<file path="src/rtl/dmem_access_ctrl.sv">
// MEM-stage data-memory sequencer: req/ack handshake, byte lanes, load extension.
// Optional access timeout is built when DMEM_TIMEOUT_EN is defined.
module dmem_access_ctrl #(
    parameter int unsigned ADDR_W      = 9,
    parameter int unsigned TIMEOUT_CYC = 64
) (
    input  logic              clk,
    input  logic              reset,
    input  logic              MemRead,
    input  logic              MemWrite,
    input  logic [2:0]        Funct3,
    input  logic [31:0]       Addr,
    input  logic [31:0]       WrData,
    output logic              Stall,
    output logic              Done,
    output logic [31:0]       RdData,
    output logic              AccessErr,
    output logic              TimeoutErr,
    output logic              mem_req,
    output logic              mem_we,
    output logic [ADDR_W-1:0] mem_addr,
    output logic [3:0]        mem_be,
    output logic [31:0]       mem_wdata,
    input  logic              mem_ack,
    input  logic [31:0]       mem_rdata
);

    typedef enum logic [1:0] {StIdle, StAccess, StResp} state_e;

    state_e            state_q;
    logic [ADDR_W-1:0] addr_q;
    logic [1:0]        off_q;
    logic [2:0]        f3_q;
    logic              we_q;
    logic [3:0]        be_q;
    logic [31:0]       wdata_q;
    logic [31:0]       rddata_q;
    logic              timeout_q;

    logic        req;
    logic        illegal_f3;
    logic        misaligned;
    logic        legal;
    logic [3:0]  be_d;
    logic [31:0] wdata_d;
    logic [31:0] shifted;
    logic [31:0] load_val;

    logic unused_addr;
    assign unused_addr = ^Addr[31:ADDR_W+2];

    always_comb begin
        req        = MemRead | MemWrite;
        // A simultaneous read and write is treated as a store.
        illegal_f3 = MemWrite ? (Funct3[2] || Funct3[1:0] == 2'b11)
                              : (Funct3 == 3'b011 || Funct3 == 3'b110 || Funct3 == 3'b111);
        misaligned = (Funct3[1:0] == 2'b01 && Addr[0]) ||
                     (Funct3[1:0] == 2'b10 && Addr[1:0] != 2'b00);
        legal      = !illegal_f3 && !misaligned;
        be_d       = 4'b0000;
        wdata_d    = WrData;
        case (Funct3[1:0])
            2'b00: begin
                be_d    = 4'b0001 << Addr[1:0];
                wdata_d = {4{WrData[7:0]}};
            end
            2'b01: begin
                be_d    = 4'b0011 << Addr[1:0];
                wdata_d = {2{WrData[15:0]}};
            end
            2'b10:   be_d = 4'b1111;
            default: be_d = 4'b0000;
        endcase
    end

    always_comb begin
        shifted = mem_rdata >> {off_q, 3'b000};
        case (f3_q)
            3'b000:  load_val = {{24{shifted[7]}}, shifted[7:0]};
            3'b001:  load_val = {{16{shifted[15]}}, shifted[15:0]};
            3'b100:  load_val = {24'b0, shifted[7:0]};
            3'b101:  load_val = {16'b0, shifted[15:0]};
            default: load_val = mem_rdata;
        endcase
    end

`ifdef DMEM_TIMEOUT_EN
    localparam int unsigned CntW = (TIMEOUT_CYC > 2) ? $clog2(TIMEOUT_CYC) : 1;
    logic [CntW-1:0] cnt_q;
`endif

    always_ff @(posedge clk or negedge reset) begin
        if (!reset) begin
            state_q   <= StIdle;
            addr_q    <= '0;
            off_q     <= 2'b00;
            f3_q      <= 3'b000;
            we_q      <= 1'b0;
            be_q      <= 4'b0000;
            wdata_q   <= '0;
            rddata_q  <= '0;
            timeout_q <= 1'b0;
`ifdef DMEM_TIMEOUT_EN
            cnt_q     <= '0;
`endif
        end else begin
            case (state_q)
                StIdle: begin
                    timeout_q <= 1'b0;
`ifdef DMEM_TIMEOUT_EN
                    cnt_q     <= '0;
`endif
                    if (req && legal) begin
                        addr_q  <= Addr[ADDR_W+1:2];
                        off_q   <= Addr[1:0];
                        f3_q    <= Funct3;
                        we_q    <= MemWrite;
                        be_q    <= be_d;
                        wdata_q <= wdata_d;
                        state_q <= StAccess;
                    end
                end
                StAccess: begin
                    if (mem_ack) begin
                        if (!we_q) begin
                            rddata_q <= load_val;
                        end
                        state_q <= StResp;
`ifdef DMEM_TIMEOUT_EN
                    end else if (cnt_q == CntW'(TIMEOUT_CYC - 1)) begin
                        if (!we_q) begin
                            rddata_q <= '0;
                        end
                        timeout_q <= 1'b1;
                        state_q   <= StResp;
                    end else begin
                        cnt_q <= cnt_q + 1'b1;
`endif
                    end
                end
                StResp:  state_q <= StIdle;
                default: state_q <= StIdle;
            endcase
        end
    end

    // Reset gates the combinational launch path so nothing is asserted while held.
    assign Stall     = reset && ((state_q == StIdle && req && legal) || state_q == StAccess);
    assign AccessErr = reset && state_q == StIdle && req && !legal;
    assign Done      = (state_q == StResp);
    assign mem_req   = (state_q == StAccess);
    assign mem_we    = mem_req && we_q;
    assign mem_addr  = mem_req ? addr_q : '0;
    assign mem_be    = mem_req ? be_q : 4'b0000;
    assign mem_wdata = mem_req ? wdata_q : '0;
    assign RdData    = rddata_q;

`ifdef DMEM_TIMEOUT_EN
    assign TimeoutErr = (state_q == StResp) && timeout_q;
`else
    logic unused_timeout;
    assign unused_timeout = ^TIMEOUT_CYC ^ timeout_q;
    assign TimeoutErr     = 1'b0;
`endif

endmodule
</file>
<file path="config.mk">
export PLATFORM = sky130hd
export DESIGN_NAME = dmem_access_ctrl
export DESIGN_NICKNAME = d
export VERILOG_FILES = /design/src/rtl/dmem_access_ctrl.sv
export SDC_FILE = /design/constraint.sdc
export NUM_CORES = 1
export LEC_CHECK = 0
export CAP_MARGIN = 20
export CORE_AREA = 2 2 103 105
export DETAILED_ROUTE_END_ITERATION = 8
export DIE_AREA = 0 0 105 107
export HOLD_SLACK_MARGIN = 0.02
export PLACE_DENSITY_LB_ADDON = 0.08
export SETUP_SLACK_MARGIN = 0.05
export SLEW_MARGIN = 25
export SYNTH_ARGS = -nofsm -noshare
export SYNTH_HDL_FRONTEND = slang
export SYNTH_SLANG_ARGS = --single-unit
</file>
<file path="constraint.sdc">
create_clock -name clk -period 2.5 [get_ports clk]
set_input_delay 0.25 -clock clk [delete_from_list [all_inputs] [get_ports clk]]
set_output_delay 0.25 -clock clk [all_outputs]
set_load 0.01 [all_outputs]
</file>
==> summary.txt, run 1 <==
Final layout
  • Diode insertion count for antenna repair: 0
  • Area growth, synth to finish: 41.5%
  • Finished layout cell area: roughly 0.0066 sq mm
  • Most frequent cells in the layout: clkdlybuf4s50_1, nand2_1, dfrtp_1
  • Final #Nets: just under 800
  • Fraction of final layout cells sized beyond drive strength 1: between 8 and 9%
  • Most common cell after layout, fill and taps aside: clkdlybuf4s50_1

Yosys
  • Count of cell types in the netlist: ~40
  • Proportion of synthesized flip-flops having asynchronous set or reset: 100%
  • Netlist area before placement: 0.00464 sq mm
  • Yosys warning count: 0
  • Seq cells post-synth: 85
  • Per-instance average area after synthesis: 8.73 sq um
  • Number of enable flip-flop cells after synthesis: 0
  • Mapped Cells: 531
  • Net Count, Synth: 635
  • Cell taking the most area after synthesis: dfrtp_1
  • Most area-consuming cells after synthesis: dfrtp_1, nand2_1, and2_1, mux2i_1, a21oi_1
  • Top flip-flop cell by instance count after synthesis: dfrtp_1
  • Area share of the leading cell type in the synthesized netlist: about 46%
  • Seq/Total Area, Yosys: around 46%

Global route
  • Initial antenna violation count: 0
  • Maximum number of pins on one net before global-route repair: between 70 and 80
  • Global-route usage over all layers: 24.0%
  • Overflow after GRT: 0
  • First-pass GRT wire length: ~21 mm
  • Number of global-route vias before repair: about 4400

Setup path
  • Critical Path Most Common Cell: clkdlybuf4s50_1
  • Worst R2R Start: off_q[1]
  • Largest delay share family, worst path: buffers and inverters
  • Worst Setup End Kind: output port
  • Arrival time worst endpoint: about 2.1 ns
  • Worst setup path category: primary input to output port
  • Startpoint of the most critical setup path: Addr[0]
  • Data required time of the critical path: roughly 2.3 ns
  • Buffers and inverters on the worst path: 2
  • Highest-delay cell along the critical path: clkdlybuf4s50_1
  • Cell breakdown of the critical path: clkdlybuf4s50_1, a221oi_4, o211ai_4, a21boi_0, clkdlybuf4s50_1
  • Maximum fanout encountered on the critical timing path: 3
  • Startpoint kind of the worst setup timing path: primary input
  • CP peak stage delay: between 0.5 and 0.6 ns

Routing
  • # DRC: 0
  • Number of DRC violations after detailed-routing iteration 0: about 160
  • Final ANT Viol Nets: 0
  • Detailed-route wire length per cell: about 16 um
  • Wire length reported by the detailed router: 13.3 mm
  • Routed vias/inst: slightly above 5
  • Total number of vias: approximately 4300
  • Iteration count of the initial detailed-routing pass: 4

CTS
  • Number of H-tree levels: 3
  • Maximum clock insertion buffer count: 2
  • Clock buffers created by TritonCTS: 9
  • Clock sink total: 85
  • Clock insertion delay at the later pin of the skew report: around 0.35 ns
  • CTS Root Cell: clkbuf_8
  • TritonCTS clock tree: done
  • Clock transition at the register clock pins on the worst setup and hold paths after CTS: ~0.080 ns

STA
  • Tightest slew margin relative to the limit: roughly 38%
  • Clock skew: 0.00886 ns
  • Max Clock Freq: around 420 MHz
  • Setup total negative slack: 0 ns
  • Worst slew pin tran: between 0.9 and 1 ns
  • RSZ-0062 raised after global routing: no
  • Count of final hold-check violations: 0
  • Minimum clock period after layout: between 2 and 2.5 ns
  • Final cycle utilization of the critical path: a little over nine tenths
  • Final setup vio count: 0
  • Pins over their slew limit: 0

Flow run
  • Reported max-cap violation count: 0

Power and ir drop
  • Fraction of power spent switching nets: roughly a third
  • Power share of the sequential group: just over 40%
  • Combinational cell fraction of total power: ~43%
  • Leakage dissipation: just under 3 nW
  • Switching power: between 1.5 and 2 mW
  • Internal Dissipation: 3.52 mW
  • Power density over the cells: slightly above 800 mW/mm^2
  • Clock power frac: roughly 16%
  • Largest voltage drop on the vdd net: roughly 0.37 mV

Outcome
  • Result of the run: completed

Placement
  • Placer Congestion: roughly 0.94
  • Count of input and output buffers: around 160
  • Half-perimeter wire length of the detailed placement result: about 9.5 mm
  • Placed Instance Area: 0.00637 sq mm

Die
  • Area of the core region: 0.0101 sq mm
  • Overall die height: 107 um
  • Initial Util: a little under half
  • Horizontal die dimension: 105 um
  • Die ar.: approximately 0.011 sq mm
  • IO Count: 187
  • Placement Rows: 37

Worst hold path
  • Class of the worst hold path: primary input to asynchronous set/reset pin
-- metal layers --
metal / GRT usage [%] / up-vias / wire length (um)
met5: 0 / - / 0
met4: 9.33 / 0 / 288
met3: 6.57 / 23 / 961
met2: 40.1 / 147 / 6340
met1: 29.5 / 2031 / 5690
li1: - / 2062 / -
-- through the flow --
step           cells  utilization [%]  hold slack [ns]  worst slack, ns  power [mW]
2_1_floorplan    531                -          -0.0456            0.914        3.37
3_3_place_gp     807             63.1            0.220            0.163        4.49
3_5_place_dp     807             63.1            0.213            0.112        4.57
4_1_cts          822             64.8            0.381            0.105        5.46
5_1_grt          823             65.0            0.403           0.0628        5.78
6_report         823             65.0            0.379            0.131        5.41
-- state kept, by name, indices dropped and copies added, names as in the netlist --
| signal | count |
|---|---|
| off_q | 2 |
| f3_q | 3 |
| we_q | 1 |
| wdata_q | 32 |
| addr_q | 9 |
| be_q | 4 |
| RdData | 32 |
| state_q | 2 |
-- Yosys cell counts (2+ instances only) --
library cell,instances
a31oi_1,2
o21ai_1,26
nand2_1,123
buf_4,5
a21oi_1,40
a32o_1,2
o21ai_0,22
and2_1,54
mux2i_1,33
buf_1,5
nor2b_1,3
nor2_1,23
dfrtp_1,85
clkbuf_1,14
or2_2,3
nand2b_1,8
nand3_1,23
inv_1,11
nor3b_2,2
nor3_1,2
buf_6,6
buf_2,10
o22ai_1,2
nand3_2,10
-- cell type report --
class                      instances  area, sq um
sequential                        85         2130
clock buffer                      13          159
inverter                          11         41.3
fill                             895         3530
multi-input combinational        395         2270
tap                              136          170
timing repair buffer             182         1790
clock inverter                     1         7.51
-- power by group through the flow --
stage                     logic [mW]  clock network (mW)  registers [mW]
final                           2.33               0.879            2.20
after global routing            2.56               0.956            2.27
after CTS                       2.35               0.902            2.21
after detailed placement        2.34                   0            2.23
after global placement          2.28                   0            2.21
after floorplan                 1.12                   0            2.25
-- cells by family after synthesis --
logic type / synth area share, %
AO/OA/AOI/OAI: 13.1
other: 0.0809
multiplexers: 7.85
AND/OR/NAND/NOR: 27.4
flip-flops: 45.9
buffers and inverters: 5.77
-- worst register-to-register path: cells and delay by family (launching register included) --
family          cells  cell delay [ns]
compound gates      2             0.97
flops               1             0.48
mux                 1             0.34
simple gates        1             0.16
-- final timing paths --
path,endpoint,slack [ns],cells past startpoint
max in group asynchronous,RdData[19],1.02,3
min reg2reg,wdata_q[2],0.47,2
max reg2reg,RdData[24],0.39,4
max,Stall,0.13,5
min in group clk,addr_q[7],0.42,3
min,be_q[0],0.38,2
-- timing repair --
| action | in CTS | in global routing |
|---|---|---|
| endpoints found under the setup margin | 0 | 1 |
| resized for setup | 0 | 1 |
| endpoints found under the hold margin | 28 | 0 |
| hold buffers | 1 | 0 |
| buffers inserted | 0 | 1 |
(Power assumes the default switching activity.)
==> run 2, diff against run 1 <==
- ABC_CLOCK_PERIOD_IN_PS: unset -> 2500
- PLACE_DENSITY: unset -> 0.91
- PLACE_DENSITY_LB_ADDON: 0.08 -> unset
==> summary.txt, run 2 (synthesis results as in run 1) <==
Setup path
  • Arrival time worst endpoint: ~2.1 ns
  • Cell breakdown of the critical path: clkdlybuf4s50_1, nor4_4, o211ai_4, a21boi_0, clkdlybuf4s50_1
  • Maximum fanout encountered on the critical timing path: 4
  • Worst R2R Start: off_q[1]
  • Startpoint of the most critical setup path: Funct3[0]
  • Highest-delay cell along the critical path: clkdlybuf4s50_1
  • Critical Path Most Common Cell: clkdlybuf4s50_1
  • Worst setup path category: primary input to output port
  • CP peak stage delay: about 0.57 ns
  • Worst Setup End Kind: output port
  • Startpoint kind of the worst setup timing path: primary input
  • Data required time of the critical path: 2.25 ns

Final layout
  • Final #Nets: between 700 and 800
  • Area growth, synth to finish: 42.2%
  • Post-layout util: 65.4%
  • Diode insertion count for antenna repair: 0
  • Fraction of final layout cells sized beyond drive strength 1: 8.28%
  • Most common cell after layout, fill and taps aside: clkdlybuf4s50_1
  • Finished layout cell area: roughly 0.0066 sq mm
  • Most frequent cells in the layout: clkdlybuf4s50_1, nand2_1, dfrtp_1

Worst hold path
  • Class of the worst hold path: primary input to asynchronous set/reset pin

Routing
  • Routed vias/inst: 5.29
  • Total number of vias: between 4000 and 5000
  • Detailed-route wire length per cell: 16.4 um
  • Wire length reported by the detailed router: between 10 and 15 mm
  • Number of DRC violations after detailed-routing iteration 0: about 220
  • Final ANT Viol Nets: 0
  • Iteration count of the initial detailed-routing pass: 5
  • # DRC: 0

Placement
  • Count of input and output buffers: approximately 160
  • Half-perimeter wire length of the detailed placement result: between 9 and 10 mm
  • Minimum setup slack after placement: ~0.16 ns
  • Placed Instance Area: roughly 0.0063 sq mm
  • Placer Congestion: a little over 0.9

Die
  • Area of the core region: approximately 0.010 sq mm
  • Die ar.: between 0.01 and 0.015 sq mm
  • Initial Util: a little under half
  • Horizontal die dimension: roughly 110 um
  • IO Count: between 150 and 200
  • Overall die height: 107 um
  • Placement Rows: 37

CTS
  • Clock sink total: between 80 and 90
  • # Post-CTS Setup Buffers: 0
  • CTS Root Cell: clkbuf_8
  • TritonCTS clock tree: done
  • Clock insertion delay at the later pin of the skew report: ~0.37 ns
  • Maximum clock insertion buffer count: 2
  • Clock transition at the register clock pins on the worst setup and hold paths after CTS: 0.09 ns
  • Clock buffers created by TritonCTS: 9
  • Number of H-tree levels: 3

STA
  • Tightest slew margin relative to the limit: a little under two fifths
  • Pins over their slew limit: 0
  • Final cycle utilization of the critical path: 93.3%
  • Worst slew pin tran: between 0.9 and 1 ns
  • Minimum clock period after layout: about 2.3 ns
  • Final WS setup: around 0.17 ns
  • RSZ-0062 raised after global routing: no
  • Max Clock Freq: 429 MHz
  • Count of final hold-check violations: 0
  • Hold slack final: 0.292 ns
  • Clock skew: about 0.012 ns
  • Setup total negative slack: 0 ns
  • Final setup vio count: 0

Global route
  • First-pass GRT wire length: around 22 mm
  • Overflow after GRT: 0
  • Initial antenna violation count: 0
  • Maximum number of pins on one net before global-route repair: between 70 and 80
  • Number of global-route vias before repair: 4474
  • Global-route usage over all layers: roughly a quarter

Power and ir drop
  • Largest voltage drop on the vdd net: approximately 0.42 mV
  • Power density over the cells: roughly 860 mW/mm^2
  • Leakage dissipation: between 2 and 3 nW

Flow run
  • Reported max-cap violation count: 0

Outcome
  • Result of the run: completed
run 2: cell types whose count changed in the layout (fill, tap and decap cells not counted), sizes merged:
cell    previous run  this run
buf               18        17
bufinv             0         2
clkbuf            13        10
clkinv             0         3
run 2: path summary, 6_finish.rpt:
check / to / slack, ns / cells past startpoint
max: Stall / 0.17 / 5
min: addr_q[3] / 0.29 / 2
min in group clk: addr_q[2] / 0.40 / 3
max in group asynchronous: RdData[23] / 1.03 / 3
min reg2reg: addr_q[5] / 0.48 / 2
max reg2reg: RdData[0] / 0.70 / 5
run 2: per-layer routing:
metal	part of all wire [%]	vias to the layer above	global-route usage, %
met5	0	-	0
met4	2.4	0	10.1
met3	9.6	26	6.44
met2	49	225	42.0
met1	39	2050	30.3
li1	-	2057	-
run 2: through the flow:
stage	cells	total power [mW]
after detailed placement	807	4.56
after global routing	824	6.00
after global placement	807	4.45
after CTS	824	5.67
final	824	5.64
after floorplan	531	3.37
run 2: report_power, final:
group	internal, mW	total (mW)	switching (mW)
Clock	0.588	1.11	0.517
Sequential	1.89	2.20	0.314
Combinational	1.22	2.33	1.11
run 2: layout make-up:
cell class	count	area, sq um
inverters	11	41.3
flip-flops and latches	85	2130
well taps	136	170
multi-input cells	395	2250
repair buffers	181	1780
clock inverters	6	86.3
fillers	836	3500
clock buffers	10	138
run 2: worst max-delay path: cells and delay by family:
kind / cells / cell delay [ns]
AND/OR/NAND/NOR: 1 / 0.44
AO/OA/AOI/OAI: 2 / 0.31
buffers and inverters: 2 / 1.08
run 2: what timing repair did:
action | 4_1_cts | 5_1_grt
gates resized for setup | 1 | 2
pin swaps | 0 | 0
setup endpoints to repair | 6 | 16
hold buffers | 1 | 0
hold endpoints to repair | 13 | 0
